### src/rtl/async_fifo_rd_pkg.sv
// Shared types and constants for the async FIFO burst reader.
package async_fifo_rd_pkg;

    typedef enum logic [1:0] {
        IDLE,
        FETCH,
        DRAIN
    } rd_state_e;

    localparam int STAT_W    = 32;
    localparam int BUF_DEPTH = 2;
    localparam int OCC_W     = $clog2(BUF_DEPTH + 1);
    localparam int PTR_W     = (BUF_DEPTH > 1) ? $clog2(BUF_DEPTH) : 1;

endpackage

### src/rtl/async_fifo_burst_reader_if.sv
// Command, FIFO read port and output stream of the burst reader.
// master = the reader, slave = its environment.
interface async_fifo_burst_reader_if #(
    parameter int DSIZE = 32,
    parameter int LEN_W = 8
);
    logic             cmd_valid;
    logic             cmd_ready;
    logic [LEN_W-1:0] cmd_len;
    logic             rinc;
    logic [DSIZE-1:0] rdata;
    logic             rempty;
    logic             m_valid;
    logic             m_ready;
    logic [DSIZE-1:0] m_data;
    logic             m_last;
    logic             done;

    modport master (
        input  cmd_valid, cmd_len, rdata, rempty, m_ready,
        output cmd_ready, rinc, m_valid, m_data, m_last, done
    );

    modport slave (
        output cmd_valid, cmd_len, rdata, rempty, m_ready,
        input  cmd_ready, rinc, m_valid, m_data, m_last, done
    );
endinterface

### src/rtl/async_fifo_skid2.sv
// Two-entry in-order buffer of {last, data} words with occupancy count.
module async_fifo_skid2
    import async_fifo_rd_pkg::*;
#(
    parameter int W = 33
) (
    input  logic             rclk,
    input  logic             rrst,
    input  logic             push_i,
    input  logic [W-1:0]     din_i,
    input  logic             pop_i,
    output logic [W-1:0]     dout_o,
    output logic [OCC_W-1:0] occ_o
);
    logic [W-1:0]     mem_q [BUF_DEPTH];
    logic [PTR_W-1:0] rd_ptr_q;
    logic [PTR_W-1:0] wr_ptr_q;
    logic [OCC_W-1:0] occ_q;
    logic [OCC_W-1:0] occ_d;
    logic             push_ok;
    logic             pop_ok;

    assign pop_ok  = pop_i && (occ_q != '0);
    assign push_ok = push_i && ((occ_q != OCC_W'(BUF_DEPTH)) || pop_ok);

    always_comb begin
        // NOTE: default first so every path assigns occ_d; a missing branch would infer a latch.
        occ_d = occ_q;
        if (push_ok && !pop_ok) begin
            occ_d = occ_q + OCC_W'(1);
        end else if (pop_ok && !push_ok) begin
            occ_d = occ_q - OCC_W'(1);
        end
    end

    always_ff @(posedge rclk) begin
        if (rrst) begin
            // NOTE: non-blocking (<=) for registered state so every flop samples pre-edge values.
            // NOTE: storage is cleared as well so the head word reads 0 out of reset.
            for (int i = 0; i < BUF_DEPTH; i++) begin
                mem_q[i] <= '0;
            end
            rd_ptr_q <= '0;
            wr_ptr_q <= '0;
            occ_q    <= '0;
        end else begin
            if (push_ok) begin
                mem_q[wr_ptr_q] <= din_i;
                wr_ptr_q        <= wr_ptr_q + PTR_W'(1);
            end
            if (pop_ok) begin
                rd_ptr_q <= rd_ptr_q + PTR_W'(1);
            end
            occ_q <= occ_d;
        end
    end

    assign dout_o = mem_q[rd_ptr_q];
    assign occ_o  = occ_q;

endmodule

### src/rtl/async_fifo_burst_reader.sv
// Pops a commanded number of words from the async FIFO read port and streams them out.
// Define BURST_READER_STATS_EN to add the stat_words / stat_stall counters.
module async_fifo_burst_reader
    import async_fifo_rd_pkg::*;
#(
    parameter int DSIZE = 32,
    parameter int LEN_W = 8,
    parameter int RLAT  = 1
) (
    input  logic                      rclk,
    input  logic                      rrst,
    async_fifo_burst_reader_if.master bus
`ifdef BURST_READER_STATS_EN
    ,
    output logic [STAT_W-1:0]         stat_words,
    output logic [STAT_W-1:0]         stat_stall
`endif
);
    rd_state_e        state_q, state_d;
    logic [LEN_W-1:0] len_q, len_d;
    logic [LEN_W-1:0] issued_q, issued_d;
    logic [LEN_W-1:0] issued_nxt;
    logic             done_q, done_d;

    logic             rinc;
    logic             pop;
    logic             push;
    logic             inflight;
    logic             last_word;
    logic [DSIZE:0]   push_entry;
    logic [DSIZE:0]   head_entry;
    logic [OCC_W-1:0] occ;
    logic [OCC_W:0]   budget;

    assign pop        = bus.m_valid && bus.m_ready;
    assign issued_nxt = issued_q + LEN_W'(1);
    assign last_word  = (issued_nxt == len_q);

    // Words held or already on their way into the buffer after this cycle's pop.
    assign budget = (OCC_W+1)'(occ) + (OCC_W+1)'(inflight) - (OCC_W+1)'(pop);
    assign rinc   = (state_q == FETCH) && !bus.rempty && (issued_q < len_q)
                    && (budget < (OCC_W+1)'(BUF_DEPTH));

    if (RLAT == 0) begin : g_rlat0
        assign inflight   = 1'b0;
        assign push       = rinc;
        assign push_entry = {last_word, bus.rdata};
    end else begin : g_rlat1
        logic inflight_q;
        logic inflight_last_q;

        always_ff @(posedge rclk) begin
            if (rrst) begin
                inflight_q      <= 1'b0;
                inflight_last_q <= 1'b0;
            end else begin
                inflight_q      <= rinc;
                inflight_last_q <= rinc && last_word;
            end
        end

        assign inflight   = inflight_q;
        assign push       = inflight_q;
        assign push_entry = {inflight_last_q, bus.rdata};
    end

    async_fifo_skid2 #(
        .W (DSIZE + 1)
    ) u_skid (
        .rclk   (rclk),
        .rrst   (rrst),
        .push_i (push),
        .din_i  (push_entry),
        .pop_i  (pop),
        .dout_o (head_entry),
        .occ_o  (occ)
    );

    always_comb begin
        state_d  = state_q;
        len_d    = len_q;
        issued_d = issued_q;
        done_d   = 1'b0;
        case (state_q)
            IDLE: begin
                if (bus.cmd_valid) begin
                    len_d    = bus.cmd_len;
                    issued_d = '0;
                    if (bus.cmd_len == '0) begin
                        done_d = 1'b1;
                    end else begin
                        state_d = FETCH;
                    end
                end
            end
            FETCH: begin
                if (rinc) begin
                    issued_d = issued_nxt;
                    if (last_word) begin
                        state_d = DRAIN;
                    end
                end
            end
            DRAIN: begin
                if (pop && head_entry[DSIZE]) begin
                    state_d = IDLE;
                    done_d  = 1'b1;
                end
            end
            default: state_d = IDLE;
        endcase
    end

    always_ff @(posedge rclk) begin
        if (rrst) begin
            state_q  <= IDLE;
            len_q    <= '0;
            issued_q <= '0;
            done_q   <= 1'b0;
        end else begin
            state_q  <= state_d;
            len_q    <= len_d;
            issued_q <= issued_d;
            done_q   <= done_d;
        end
    end

    assign bus.cmd_ready = (state_q == IDLE);
    assign bus.rinc      = rinc;
    assign bus.m_valid   = (occ != '0);
    assign bus.m_data    = head_entry[DSIZE-1:0];
    assign bus.m_last    = bus.m_valid && head_entry[DSIZE];
    assign bus.done      = done_q;

`ifdef BURST_READER_STATS_EN
    logic [STAT_W-1:0] stat_words_q;
    logic [STAT_W-1:0] stat_stall_q;

    always_ff @(posedge rclk) begin
        if (rrst) begin
            stat_words_q <= '0;
            stat_stall_q <= '0;
        end else begin
            if (pop) begin
                stat_words_q <= stat_words_q + STAT_W'(1);
            end
            if ((state_q == FETCH) && bus.rempty && (stat_stall_q != '1)) begin
                stat_stall_q <= stat_stall_q + STAT_W'(1);
            end
        end
    end

    assign stat_words = stat_words_q;
    assign stat_stall = stat_stall_q;
`endif

endmodule

### src/flat_wrapper.sv
// flat-port wrapper written by rule: the top's interface ports become plain ports
module async_fifo_burst_reader_flat import async_fifo_rd_pkg::*;
#(
    parameter int DSIZE = 32,
    parameter int LEN_W = 8,
    parameter int RLAT  = 1
)
  (rclk, rrst, bus_cmd_valid, bus_cmd_len, bus_rdata, bus_rempty, bus_m_ready, bus_cmd_ready, bus_rinc, bus_m_valid, bus_m_data, bus_m_last, bus_done);
  async_fifo_burst_reader_if #(.DSIZE(DSIZE), .LEN_W(LEN_W)) bus_i ();
  input  logic rclk;
  input  logic rrst;
  input wire logic [$bits(bus_i.cmd_valid)-1:0] bus_cmd_valid;
  input wire logic [$bits(bus_i.cmd_len)-1:0] bus_cmd_len;
  input wire logic [$bits(bus_i.rdata)-1:0] bus_rdata;
  input wire logic [$bits(bus_i.rempty)-1:0] bus_rempty;
  input wire logic [$bits(bus_i.m_ready)-1:0] bus_m_ready;
  output wire logic [$bits(bus_i.cmd_ready)-1:0] bus_cmd_ready;
  output wire logic [$bits(bus_i.rinc)-1:0] bus_rinc;
  output wire logic [$bits(bus_i.m_valid)-1:0] bus_m_valid;
  output wire logic [$bits(bus_i.m_data)-1:0] bus_m_data;
  output wire logic [$bits(bus_i.m_last)-1:0] bus_m_last;
  output wire logic [$bits(bus_i.done)-1:0] bus_done;
  assign bus_i.cmd_valid = bus_cmd_valid;
  assign bus_i.cmd_len = bus_cmd_len;
  assign bus_i.rdata = bus_rdata;
  assign bus_i.rempty = bus_rempty;
  assign bus_i.m_ready = bus_m_ready;
  assign bus_cmd_ready = bus_i.cmd_ready;
  assign bus_rinc = bus_i.rinc;
  assign bus_m_valid = bus_i.m_valid;
  assign bus_m_data = bus_i.m_data;
  assign bus_m_last = bus_i.m_last;
  assign bus_done = bus_i.done;
  async_fifo_burst_reader #(.DSIZE(DSIZE), .LEN_W(LEN_W), .RLAT(RLAT)) u_core (.rclk(rclk), .rrst(rrst), .bus(bus_i));
endmodule
### config.mk
export PLATFORM = sky130hd
export DESIGN_NAME = async_fifo_burst_reader_flat
export DESIGN_NICKNAME = d
export VERILOG_FILES = /design/src/rtl/async_fifo_rd_pkg.sv /design/src/rtl/async_fifo_burst_reader_if.sv /design/src/rtl/async_fifo_skid2.sv /design/src/rtl/async_fifo_burst_reader.sv /design/src/flat_wrapper.sv
export SDC_FILE = /design/constraint.sdc
export NUM_CORES = 1
export LEC_CHECK = 0
export CAP_MARGIN = 10
export CORE_MARGIN = 4
export CORE_UTILIZATION = 52
export CTS_CLUSTER_DIAMETER = 200
export DETAILED_ROUTE_END_ITERATION = 8
export PLACE_DENSITY = 0.84
export SLEW_MARGIN = 10
export SYNTH_ARGS = -nofsm -noshare
export SYNTH_HDL_FRONTEND = slang
export SYNTH_SLANG_ARGS = --single-unit
### constraint.sdc
create_clock -name rclk -period 4.25 [get_ports rclk]
set_input_delay 1.0625 -clock rclk [delete_from_list [all_inputs] [get_ports rclk]]
set_output_delay 1.0625 -clock rclk [all_outputs]
set_load 0.02 [all_outputs]
# After elaboration in Yosys (flattened, before gate mapping)
# Memories as Yosys holds them, arrays and structs flattened. A register that Yosys moved wholly into a read port is not among the register bits.
# Cells that the tools add are included.
# totals
regBits	25
latch_bits	0
ram_bits	66
rom_bits	0
word_cells	77
n_memories	1
# op_classes
add_sub_neg	7
n_mul	0
n_div	0
n_lt_le_gt_ge	2
eq_ne	9
shift	0
muxes	25
n_bitwise	0
n_reduce_logical	24
# mem_list
memory	words	width	read_ports	rd_ports_with_merged_regs	write_ports	line	text
u_core.u_skid.mem_q	2	33	1	1	2	async_fifo_skid2.sv:15	logic [W-1:0] mem_q [BUF_DEPTH];
# op_table
cell	n
two-way mux 33 bit	1
OR reduction 33 bit	1
two-way mux 8 bit	2
case mux 8 bit (2 select lines)	1
two-way mux 2 bit	7
two-way mux 1 bit	12
logical AND 1 bit	11
adder 8 x 1 -> 8 bit (second input constant)	1
equality test 8 bit	1
logical NOT 8 bit	1
less-than comparator 8 bit	1
!= test 2 x 1 -> 1 bit (second input constant)	3
!= test 2 bit (second input constant)	3
case mux 2 bit (3 select lines)	1
nonzero test 2 bit	3
AND reduction 5 bit	1
adder 2 x 1 -> 3 bit	1
logical NOT 1 bit	3
less-than comparator 3 x 2 -> 1 bit (second input constant)	1
AND reduction 3 bit	1
subtractor 3 x 1 -> 3 bit	1
adder 1 bit (second input constant)	2
adder 2 x 1 -> 2 bit (second input constant)	1
equality test 2 x 1 -> 1 bit (second input constant)	1
other kinds (6)	6

# Longest topological paths before layout
# Gate-level depths: netlist (run 1).
# depth
depth_word	10
depth_mapped	14

# Hierarchy
# A second synthesis (run 1) with hierarchy kept.
# hier_totals
hier_cells	369
area_unflattened_um2	4529.3
# by_module_without_submodules
module	n_inst	cells_each	area_each_um2	seq_area_each_um2
async_fifo_skid2	1	201	3166.8	2082.0
async_fifo_burst_reader	1	168	1362.6	420.4

# Worst setup path after synthesis (run 1)
# No wires, ideal clock.
# synth_path
path_kind	input to output
startpoint	input port bus_m_ready
endpoint	output port bus_rinc
arrival_time_ns	2.876
path_slack_ns	0.311
stages	10
path_cell_list	nand2_1 -> inv_1 -> ha_1 -> nand2b_1 -> fa_1 -> xnor2_1 -> nand3_4 -> nor4b_4 -> nand2_2 -> clkinv_4
# synth_via
elab_chain_cells	4
# synth_lines
item	line	text
start, declared	flat_wrapper.sv:16	input wire logic [$bits(bus_i.m_ready)-1:0] bus_m_ready;
logical AND 1 bit	async_fifo_burst_reader.sv:35	assign pop = bus.m_valid && bus.m_ready;
subtractor 3 x 1 -> 3 bit	async_fifo_burst_reader.sv:40	assign budget = (OCC_W+1)'(occ) + (OCC_W+1)'(inflight) - (OCC_W+1)'(pop);
less-than comparator 3 x 2 -> 1 bit	async_fifo_burst_reader.sv:42	&& (budget < (OCC_W+1)'(BUF_DEPTH));
logical AND 1 bit	async_fifo_burst_reader.sv:42	
end, declared	flat_wrapper.sv:18	output wire logic [$bits(bus_i.rinc)-1:0] bus_rinc;
# No other way between the ends.

# Worst setup path in the final report (run 1)
# layout_path
startpoint	input port bus_m_ready
endpoint	register u_core.u_skid.occ_q[1], in the netlist u_core.u_skid.occ_o[1]
# layout_via
elab_chain_cells	7
word_cells_on_any_way	10
# layout_lines
item	line	text
logical AND 1 bit *	async_fifo_burst_reader.sv:35	
logical AND 1 bit *	async_fifo_skid2.sv:23	assign pop_ok = pop_i && (occ_q != '0);
logical OR 1 bit	async_fifo_skid2.sv:24	assign push_ok = push_i && ((occ_q != OCC_W'(BUF_DEPTH)) || pop_ok);
logical AND 1 bit	async_fifo_skid2.sv:24	
logical NOT 1 bit	async_fifo_skid2.sv:31	end else if (pop_ok && !push_ok) begin
logical AND 1 bit	async_fifo_skid2.sv:31	
nonzero test 2 bit (no line)	-	
end signal, assigned	async_fifo_skid2.sv:45	occ_q <= '0;
end signal, assigned	async_fifo_skid2.sv:54	occ_q <= occ_d;
end, declared	async_fifo_skid2.sv:18	logic [OCC_W-1:0] occ_q;
# Mark *: on every way between the ends. The rest lies on a longest branch, timed or not.
# A chain may end at the register's enable or synchronous reset.

==> impl_results.html, run 1 <==
<table>
<tr><th>Metric</th><th>Value</th></tr>
<tr><th colspan="2">Run status</th></tr>
<tr><td>Run status</td><td>finished clean</td></tr>
<tr><th colspan="2">Clocking</th></tr>
<tr><td>Root Buffer Master</td><td>sky130_fd_sc_hd__clkbuf_8</td></tr>
<tr><td>Clock slew at reported path FFs</td><td>90 ps</td></tr>
<tr><td>CTS tree</td><td>yes</td></tr>
<tr><td>TritonCTS sink count</td><td>92</td></tr>
<tr><td>Maximum level of the CTS H-tree</td><td>3</td></tr>
<tr><td>TritonCTS buffer count</td><td>9</td></tr>
<tr><td>Clock insertion delay at the later pin of the skew report</td><td>360 ps</td></tr>
<tr><td>Number of buffers inserted by hold repair at cts</td><td>0</td></tr>
<tr><td>Worst-case clock buffer depth</td><td>2</td></tr>
<tr><th colspan="2">STA</th></tr>
<tr><td>Final Hold Viols</td><td>0</td></tr>
<tr><td>Crit path time final</td><td>just over 4000 ps</td></tr>
<tr><td>Total of endpoints with negative setup slack in the final report</td><td>0</td></tr>
<tr><td>Pins over their slew limit</td><td>0</td></tr>
<tr><td>Actual slew at the worst max-slew pin</td><td>812 ps</td></tr>
<tr><td>Least setup slack across all paths after layout</td><td>169 ps</td></tr>
<tr><td>Relative slew slack</td><td>a little under half</td></tr>
<tr><td>Share of the clock period used by the worst path after layout</td><td>96.0%</td></tr>
<tr><td>Max Clock Skew</td><td>12.2 ps</td></tr>
<tr><td>Upper clock frequency limit</td><td>around 250 MHz</td></tr>
<tr><td>RSZ-0062 raised after global routing</td><td>false</td></tr>
<tr><td>Hold slack final</td><td>slightly below 500 ps</td></tr>
<tr><th colspan="2">Floorplanning</th></tr>
<tr><td>Io pins</td><td>82</td></tr>
<tr><td>Floorplan die area</td><td>around 0.0099 mm^2</td></tr>
<tr><td>Row count</td><td>33</td></tr>
<tr><td>Die height</td><td>99.6 um</td></tr>
<tr><td>Die X</td><td>99.6 um</td></tr>
<tr><td>Placeable core area</td><td>0.00818 mm^2</td></tr>
<tr><td>Initial cell density of the core</td><td>53.4%</td></tr>
<tr><th colspan="2">Finish</th></tr>
<tr><td>Relative area change from synthesis to final layout</td><td>31.4%</td></tr>
<tr><td>Share of post-route cells with drive strength above 1</td><td>20.9%</td></tr>
<tr><td>Net total in the final layout</td><td>~520</td></tr>
<tr><td>N_diodes</td><td>0</td></tr>
<tr><td>Fin cells</td><td>575</td></tr>
<tr><td>Fin area</td><td>roughly 0.0057 mm^2</td></tr>
<tr><td>Fill cell count</td><td>603</td></tr>
<tr><th colspan="2">Place</th></tr>
<tr><td>Placed instance count</td><td>540</td></tr>
<tr><td>Port Buffer Count</td><td>81</td></tr>
<tr><td>Dpl hpwl</td><td>~6.2 mm</td></tr>
<tr><td>Routability congestion estimate</td><td>slightly below 0.9</td></tr>
<tr><td>Total cell area at the placement stage</td><td>0.00532 mm^2</td></tr>
<tr><td>Pre-CTS WS</td><td>-706 ps</td></tr>
<tr><th colspan="2">Worst hold path</th></tr>
<tr><td>Worst hold path class</td><td>reg -&gt; reg</td></tr>
<tr><td>Worst Hold End</td><td>u_core.len_q[0]</td></tr>
<tr><td>Number of stages on the worst hold path</td><td>2</td></tr>
<tr><td>Hold path startpoint</td><td>u_core.len_q[0]</td></tr>
<tr><th colspan="2">Synthesis</th></tr>
<tr><td>Top-area cell type share of the netlist area</td><td>45.4%</td></tr>
<tr><td>Commonest cells post-synth</td><td>sky130_fd_sc_hd__and2_1 (67), sky130_fd_sc_hd__edfxtp_1 (66), sky130_fd_sc_hd__mux2_2 (32)</td></tr>
<tr><td>Most frequent cell after synthesis</td><td>sky130_fd_sc_hd__and2_1</td></tr>
<tr><td>Synthesized area divided by synthesized cell count</td><td>12.0 um^2</td></tr>
<tr><td>Primary FF master, synth</td><td>sky130_fd_sc_hd__edfxtp_1</td></tr>
<tr><td>Distinct cell type count of the synthesized netlist</td><td>46</td></tr>
<tr><td>Count of flip-flops with a built-in enable after synthesis</td><td>66</td></tr>
<tr><td>Post-synthesis async set-or-reset flop share</td><td>0%</td></tr>
<tr><td>Gate Count Post-Synth</td><td>363</td></tr>
<tr><td>Number of register bits inferred by synthesis</td><td>92</td></tr>
<tr><td>Sequential-to-total area share from yosys stat</td><td>a little under three fifths</td></tr>
<tr><td>Cell area after technology mapping</td><td>0.00436 mm^2</td></tr>
<tr><td>Most area-consuming cells after synthesis</td><td>sky130_fd_sc_hd__edfxtp_1 (45%), sky130_fd_sc_hd__dfxtp_1 (12%), sky130_fd_sc_hd__and2_1 (9.6%)</td></tr>
<tr><td>Yosys top cell by area</td><td>sky130_fd_sc_hd__edfxtp_1</td></tr>
<tr><td>Syn_nets</td><td>420</td></tr>
<tr><td>Number of warnings reported in the yosys synthesis log</td><td>0</td></tr>
<tr><th colspan="2">Power</th></tr>
<tr><td>Internal power consumption</td><td>0.00183 W</td></tr>
<tr><td>Clock network fraction of design power</td><td>between 20% and 30%</td></tr>
<tr><td>Max VDD drop</td><td>~0.22 mV</td></tr>
<tr><td>Combinational share of power</td><td>around a third</td></tr>
<tr><td>Portion of total power attributed to sequential cells</td><td>41.2%</td></tr>
<tr><td>Fraction of power spent switching nets</td><td>29.4%</td></tr>
<tr><td>Power per cell area</td><td>451 mW/mm^2</td></tr>
<tr><td>Net switching power figure</td><td>0.000761 W</td></tr>
<tr><td>Static leakage</td><td>2.18 nW</td></tr>
<tr><th colspan="2">Worst setup path</th></tr>
<tr><td>Logic depth of the worst register-to-register path</td><td>26</td></tr>
<tr><td>Worst setup SP type</td><td>input port</td></tr>
<tr><td>Critical Path RT</td><td>4530 ps</td></tr>
<tr><td>Max FO, Critical Path</td><td>3</td></tr>
<tr><td>Critical path arrival</td><td>about 4400 ps</td></tr>
<tr><td>Beginning of the worst register-to-register path</td><td>u_core.u_skid.occ_o[1]</td></tr>
<tr><td>Cell repeated most along the worst path</td><td>sky130_fd_sc_hd__buf_4</td></tr>
<tr><td>Startpoint-to-endpoint class of the critical path</td><td>in -&gt; reg</td></tr>
<tr><td>Maximum cell stage delay along the critical path</td><td>370 ps</td></tr>
<tr><td>Largest delay share family, worst path</td><td>buffers and inverters</td></tr>
<tr><td>Register-to-register setup slack</td><td>230 ps</td></tr>
<tr><td>Sum of buffers and inverters on the critical path</td><td>20</td></tr>
<tr><td>Worst Setup End Kind</td><td>flip-flop</td></tr>
<tr><td>Capture instance of the worst register-to-register path</td><td>u_core.u_skid.occ_o[1]</td></tr>
<tr><td>Standard cell with the maximum stage delay on the critical path</td><td>sky130_fd_sc_hd__or3_4</td></tr>
<tr><th colspan="2">Flow run</th></tr>
<tr><td>Maximum capacitance violations</td><td>0</td></tr>
<tr><th colspan="2">Detailed routing</th></tr>
<tr><td>Router iterations before antenna repair</td><td>4</td></tr>
<tr><td>Via count normalized by instance count</td><td>5.27</td></tr>
<tr><td>Average wire length per cell after detail routing</td><td>~16 um</td></tr>
<tr><td>Routed wire length</td><td>9.21 mm</td></tr>
<tr><td>DRC violation count after routing</td><td>0</td></tr>
<tr><td>DR iter-0 viols</td><td>~160</td></tr>
<tr><td>Routed Antenna Nets</td><td>0</td></tr>
<tr><td>Via count</td><td>3030</td></tr>
<tr><th colspan="2">Global routing</th></tr>
<tr><td>Total track usage</td><td>19.2%</td></tr>
<tr><td>Global-route wire length before repair</td><td>14.7 mm</td></tr>
<tr><td>Initial antenna violation count</td><td>0</td></tr>
<tr><td>Maximum number of pins on one net before global-route repair</td><td>34</td></tr>
<tr><td>Number of global-route vias before repair</td><td>3044</td></tr>
<tr><td>GRT Residual Overflow</td><td>0</td></tr>
</table>
-- metrics by stage --
stage	total power (W)	setup TNS, ps	util (%)
6_report	0.00259	0	70.1
5_1_grt	0.00271	0	70.1
4_1_cts	0.00257	0	69.9
3_5_place_dp	0.00180	-706	65.0
3_3_place_gp	0.00178	-609	65.0
2_1_floorplan	0.00150	0	-
-- flip-flops by register name, summed over array words and instances (netlist names), named ones only --
register and count:
u_core.u_skid.mem_q 66, u_core.issued_q 8, u_core.len_q 8, u_core.state_q 2
u_core.u_skid.occ_o 2, u_core.bus.done 1, u_core.g_rlat1.inflight_last_q 1, u_core.g_rlat1.inflight_q 1
u_core.u_skid.rd_ptr_q 1, u_core.u_skid.wr_ptr_q 1
-- cell families after synthesis --
kind of cell	count (synthesis)	share of synthesized area, %
and+or+nand+nor	139	18.3
DFF	92	57.3
AOI/OAI and AO/OA	39	5.76
muxes	34	8.72
buffers and inverters	31	3.04
xor gates and xnor gates	16	3.21
adders and majority gates	12	3.61
-- tightest hold or removal path, cell delays in order, from the launching register on --
cell                      delay (ps)
sky130_fd_sc_hd__dfxtp_1         330
sky130_fd_sc_hd__nand2_1          60
sky130_fd_sc_hd__a21oi_1          60
-- final cells by class --
| type | count | area, um^2 | area share [%] |
|---|---|---|---|
| clock buffers | 9 | 124 | 2.16 |
| inverters | 13 | 53.8 | 0.938 |
| repair buffers | 109 | 1020 | 17.7 |
| multi-input cells | 240 | 1800 | 31.4 |
| clock inverters | 7 | 104 | 1.81 |
| well taps | 105 | 131 | 2.29 |
| flip-flops and latches | 92 | 2500 | 43.7 |
-- routing by layer --
metal  vias to the layer above  GRT usage (%)  share of wire (%)
met2                        72           34.5                 53
met1                      1472           22.7                 40
met4                         0           7.14                1.7
met5                         -              0                  0
met3                        12           3.58                5.2
li1                       1474              -                  -
-- worst max path at each step --
stage               depth (start not counted)                     end         from
finish                                     25  u_core.u_skid.occ_o[1]  bus_m_ready
global route                               12                bus_rinc  bus_m_ready
CTS                                        12                bus_rinc  bus_m_ready
detailed placement                         12                bus_rinc  bus_m_ready
global placement                           12                bus_rinc  bus_m_ready
floorplan                                  10                bus_rinc  bus_m_ready
-- timing repair --
item | CTS | global route
pin swaps | 6 | 3
setup endpoints to repair | 1 | 2
buffers inserted | 20 | 0
resized for setup | 10 | 9
-- layout by cell type (no fill, tap or decap), types with 3 or more instances in the layout --
master                            instances
sky130_fd_sc_hd__clkdlybuf4s50_1         79
sky130_fd_sc_hd__and2_1                  67
sky130_fd_sc_hd__edfxtp_1                66
sky130_fd_sc_hd__mux2_2                  32
sky130_fd_sc_hd__buf_4                   28
sky130_fd_sc_hd__nand2_1                 27
sky130_fd_sc_hd__dfxtp_1                 25
sky130_fd_sc_hd__nor2_1                  16
sky130_fd_sc_hd__a21oi_1                 16
sky130_fd_sc_hd__inv_1                   12
sky130_fd_sc_hd__ha_1                    10
sky130_fd_sc_hd__clkbuf_8                 9
sky130_fd_sc_hd__xnor2_1                  8
sky130_fd_sc_hd__o21ai_0                  6
sky130_fd_sc_hd__xor2_1                   6
sky130_fd_sc_hd__nand3_1                  4
sky130_fd_sc_hd__a311oi_1                 4
sky130_fd_sc_hd__clkinv_4                 3
sky130_fd_sc_hd__nor3b_1                  3
sky130_fd_sc_hd__nor4_1                   3
sky130_fd_sc_hd__inv_6                    3
-- power groups by stage --
stage	Clock (W)	Combinational [W]	Sequential, W
2_1_floorplan	0	0.000430	0.00107
3_5_place_dp	0	0.000717	0.00108
5_1_grt	0.000713	0.000921	0.00107
3_3_place_gp	0	0.000701	0.00107
4_1_cts	0.000670	0.000834	0.00106
6_report	0.000663	0.000857	0.00107
Note: power is estimated with default switching activity, not from simulation.
==> run 2: changes to the inputs <==
Settings changed: ABC_CLOCK_PERIOD_IN_PS set to 4250.
==> results of run 2 <==
Final layout, timing and power as in run 1 (identical DEF).
==> run 3: changes to the inputs <==
Settings changed: CORE_MARGIN 4 to 3.
==> run 3 against run 2 <==
  * Hold slack got worse by 23 ps
  * Global-route usage decreased by 0.62 points
  * Maximum frequency shrank 0.24%
  * Combinational power shrank 15%
  * Sequential share of layout area up 1.7 points
==> impl_results.html, run 3 (same netlist as run 1, synthesis figures left out) <==
<table>
<tr><th>Metric</th><th>Value</th></tr>
<tr><th colspan="2">Run status</th></tr>
<tr><td>Run status</td><td>finished clean</td></tr>
<tr><th colspan="2">Floorplanning</th></tr>
<tr><td>Initial cell density of the core</td><td>~55%</td></tr>
<tr><td>Floorplan die area</td><td>0.00953 mm^2</td></tr>
<tr><td>Row count</td><td>32</td></tr>
<tr><td>Io pins</td><td>slightly above 80</td></tr>
<tr><td>Die X</td><td>97.6 um</td></tr>
<tr><td>Die height</td><td>97.6 um</td></tr>
<tr><td>Placeable core area</td><td>roughly 0.008 mm^2</td></tr>
<tr><th colspan="2">Flow run</th></tr>
<tr><td>Maximum capacitance violations</td><td>0</td></tr>
<tr><th colspan="2">Global routing</th></tr>
<tr><td>Met2 routing resource usage after global routing</td><td>33.2%</td></tr>
<tr><td>Number of global-route vias before repair</td><td>2943</td></tr>
<tr><td>Most used routing layer</td><td>met2</td></tr>
<tr><td>Global-route wire length before repair</td><td>around 14 mm</td></tr>
<tr><td>Total track usage</td><td>a little under a fifth</td></tr>
<tr><td>Met3 demand-to-capacity share in global routing</td><td>4.16%</td></tr>
<tr><td>Initial antenna violation count</td><td>0</td></tr>
<tr><td>Maximum number of pins on one net before global-route repair</td><td>34</td></tr>
<tr><td>GRT Residual Overflow</td><td>0</td></tr>
<tr><td>GRT met1 Usage</td><td>22.4%</td></tr>
<tr><th colspan="2">STA</th></tr>
<tr><td>Max Clock Skew</td><td>11.5 ps</td></tr>
<tr><td>Total of endpoints with negative setup slack in the final report</td><td>0</td></tr>
<tr><td>Crit path time final</td><td>4090 ps</td></tr>
<tr><td>Pins over their slew limit</td><td>0</td></tr>
<tr><td>Final Hold Viols</td><td>0</td></tr>
<tr><td>Actual slew at the worst max-slew pin</td><td>837 ps</td></tr>
<tr><td>Upper clock frequency limit</td><td>between 200 and 250 MHz</td></tr>
<tr><td>Share of the clock period used by the worst path after layout</td><td>slightly below 100%</td></tr>
<tr><td>Relative slew slack</td><td>44.2%</td></tr>
<tr><td>Sum of negative setup slack</td><td>0 ps</td></tr>
<tr><td>RSZ-0062 raised after global routing</td><td>false</td></tr>
<tr><th colspan="2">Power</th></tr>
<tr><td>Static leakage</td><td>2.07 nW</td></tr>
<tr><td>Max VDD drop</td><td>0.198 mV</td></tr>
<tr><td>Power per cell area</td><td>424 mW/mm^2</td></tr>
<tr><th colspan="2">Finish</th></tr>
<tr><td>Share of post-route cells with drive strength above 1</td><td>15.9%</td></tr>
<tr><td>Commonest non-fill, non-tap cell in the layout</td><td>sky130_fd_sc_hd__clkdlybuf4s50_1</td></tr>
<tr><td>Most frequent cells in the layout</td><td>sky130_fd_sc_hd__clkdlybuf4s50_1 (79), sky130_fd_sc_hd__and2_1 (67), sky130_fd_sc_hd__edfxtp_1 (66), sky130_fd_sc_hd__mux2_2 (32), sky130_fd_sc_hd__nand2_1 (28)</td></tr>
<tr><td>Register name with the most flops</td><td>u_core.u_skid.mem_q</td></tr>
<tr><td>Largest register FFs</td><td>66</td></tr>
<tr><td>N_diodes</td><td>0</td></tr>
<tr><td>Fin cells</td><td>554</td></tr>
<tr><td>Largest registers in the final layout</td><td>u_core.u_skid.mem_q x66, u_core.issued_q x8, u_core.len_q x8</td></tr>
<tr><td>Relative area change from synthesis to final layout</td><td>26.5%</td></tr>
<tr><td>Fin area</td><td>0.00552 mm^2</td></tr>
<tr><td>Net total in the final layout</td><td>504</td></tr>
<tr><th colspan="2">Detailed routing</th></tr>
<tr><td>Via count normalized by instance count</td><td>between 5 and 6</td></tr>
<tr><td>Router iterations before antenna repair</td><td>4</td></tr>
<tr><td>DRC violation count after routing</td><td>0</td></tr>
<tr><td>Average wire length per cell after detail routing</td><td>15.8 um</td></tr>
<tr><td>Routed Antenna Nets</td><td>0</td></tr>
<tr><td>DR iter-0 viols</td><td>around 120</td></tr>
<tr><td>Via count</td><td>2956</td></tr>
<tr><td>Routed wire length</td><td>8.73 mm</td></tr>
<tr><th colspan="2">Worst setup path</th></tr>
<tr><td>Worst setup SP type</td><td>input port</td></tr>
<tr><td>Startpoint-to-endpoint class of the critical path</td><td>in -&gt; out</td></tr>
<tr><td>Critical path arrival</td><td>3030 ps</td></tr>
<tr><td>Max FO, Critical Path</td><td>2</td></tr>
<tr><td>Worst Setup End Kind</td><td>output pin</td></tr>
<tr><td>Critical Path RT</td><td>3190 ps</td></tr>
<tr><th colspan="2">Clocking</th></tr>
<tr><td>CTS tree</td><td>yes</td></tr>
<tr><td>TritonCTS buffer count</td><td>9</td></tr>
<tr><td>Number of buffers inserted by hold repair at cts</td><td>0</td></tr>
<tr><td>Number of setup buffers added after CTS</td><td>0</td></tr>
<tr><td>Maximum level of the CTS H-tree</td><td>3</td></tr>
<tr><td>Root Buffer Master</td><td>sky130_fd_sc_hd__clkbuf_8</td></tr>
<tr><td>Worst-case clock buffer depth</td><td>2</td></tr>
<tr><td>Clock insertion delay at the later pin of the skew report</td><td>~360 ps</td></tr>
<tr><td>TritonCTS sink count</td><td>92</td></tr>
<tr><td>Clock slew at reported path FFs</td><td>80 ps</td></tr>
<tr><th colspan="2">Place</th></tr>
<tr><td>Dpl hpwl</td><td>6.03 mm</td></tr>
<tr><td>Routability congestion estimate</td><td>~0.84</td></tr>
<tr><td>Port Buffer Count</td><td>approximately 80</td></tr>
<tr><td>Placed instance count</td><td>538</td></tr>
<tr><td>Total cell area at the placement stage</td><td>0.00532 mm^2</td></tr>
<tr><th colspan="2">Worst hold path</th></tr>
<tr><td>Worst hold path class</td><td>reg -&gt; reg</td></tr>
</table>
## run 3: cell count changes in the layout (fill, tap and decap cells not counted), moves of 2 or more
cell,before,now
sky130_fd_sc_hd__bufinv_16,2,0
sky130_fd_sc_hd__clkinv_4,3,1
sky130_fd_sc_hd__buf_4,28,10
sky130_fd_sc_hd__clkinvlp_4,0,2
## run 3: layer usage
layer	wire, um	share of wire (%)	vias up
li1	-	-	1441
met1	3690	42	1439
met2	4590	53	67
met3	354	4.1	9
met4	98	1.1	0
met5	0	0	-
## run 3: timing repair
item	in CTS	in global routing
setup endpoints to repair	1	1
resized for setup	11	0
pin swaps	6	2
## run 3: final cells by class
class                           instances  area [um^2]
Sequential cell                        92         2500
Fill cell                             571         2410
Multi-Input combinational cell        240         1770
Timing Repair Buffer                   91          887
Tap cell                              102          128
Clock buffer                            9          124
Clock inverter                          7         56.3
Inverter                               13         53.8
## run 3: metrics by stage
step	total power [W]	utilization, %	setup slack, ps	hold slack (ps)
floorplan	0.00150	-	311	440
global placement	0.00178	67.1	-607	458
detailed placement	0.00180	67.1	-680	457
CTS	0.00236	69.6	48.5	469
global route	0.00245	69.6	16.3	500
finish	0.00234	69.6	160	464
## run 3: worst max-delay path, stage by stage
cell	delay [ps]
sky130_fd_sc_hd__clkdlybuf4s15_1	180
sky130_fd_sc_hd__nand2_1	80
sky130_fd_sc_hd__inv_1	50
sky130_fd_sc_hd__ha_1	260
sky130_fd_sc_hd__nand2b_4	150
sky130_fd_sc_hd__fa_2	400
sky130_fd_sc_hd__xnor2_2	190
sky130_fd_sc_hd__nand3_4	100
sky130_fd_sc_hd__nor4b_4	260
sky130_fd_sc_hd__nand2_2	120
sky130_fd_sc_hd__clkinv_4	70
sky130_fd_sc_hd__buf_6	110
## run 3: where the power goes
part           total, W  switching, W  leakage, nW  internal (W)
clock          0.000548      0.000327       0.0862      0.000221
combinational  0.000730      0.000356         1.09      0.000373
sequential      0.00106     0.0000393        0.894       0.00102
## run 3: path summary, 6_finish.rpt
kind | start | endpoint | slack, ps | cells past startpoint
hold reg to reg | u_core.len_q[0] | u_core.len_q[0] | 460 | 2
hold / removal | u_core.len_q[0] | u_core.len_q[0] | 460 | 2
setup reg to reg | u_core.u_skid.occ_o[1] | u_core.issued_q[4] | 1300 | 15
setup / recovery | bus_m_ready | bus_rinc | 160 | 12
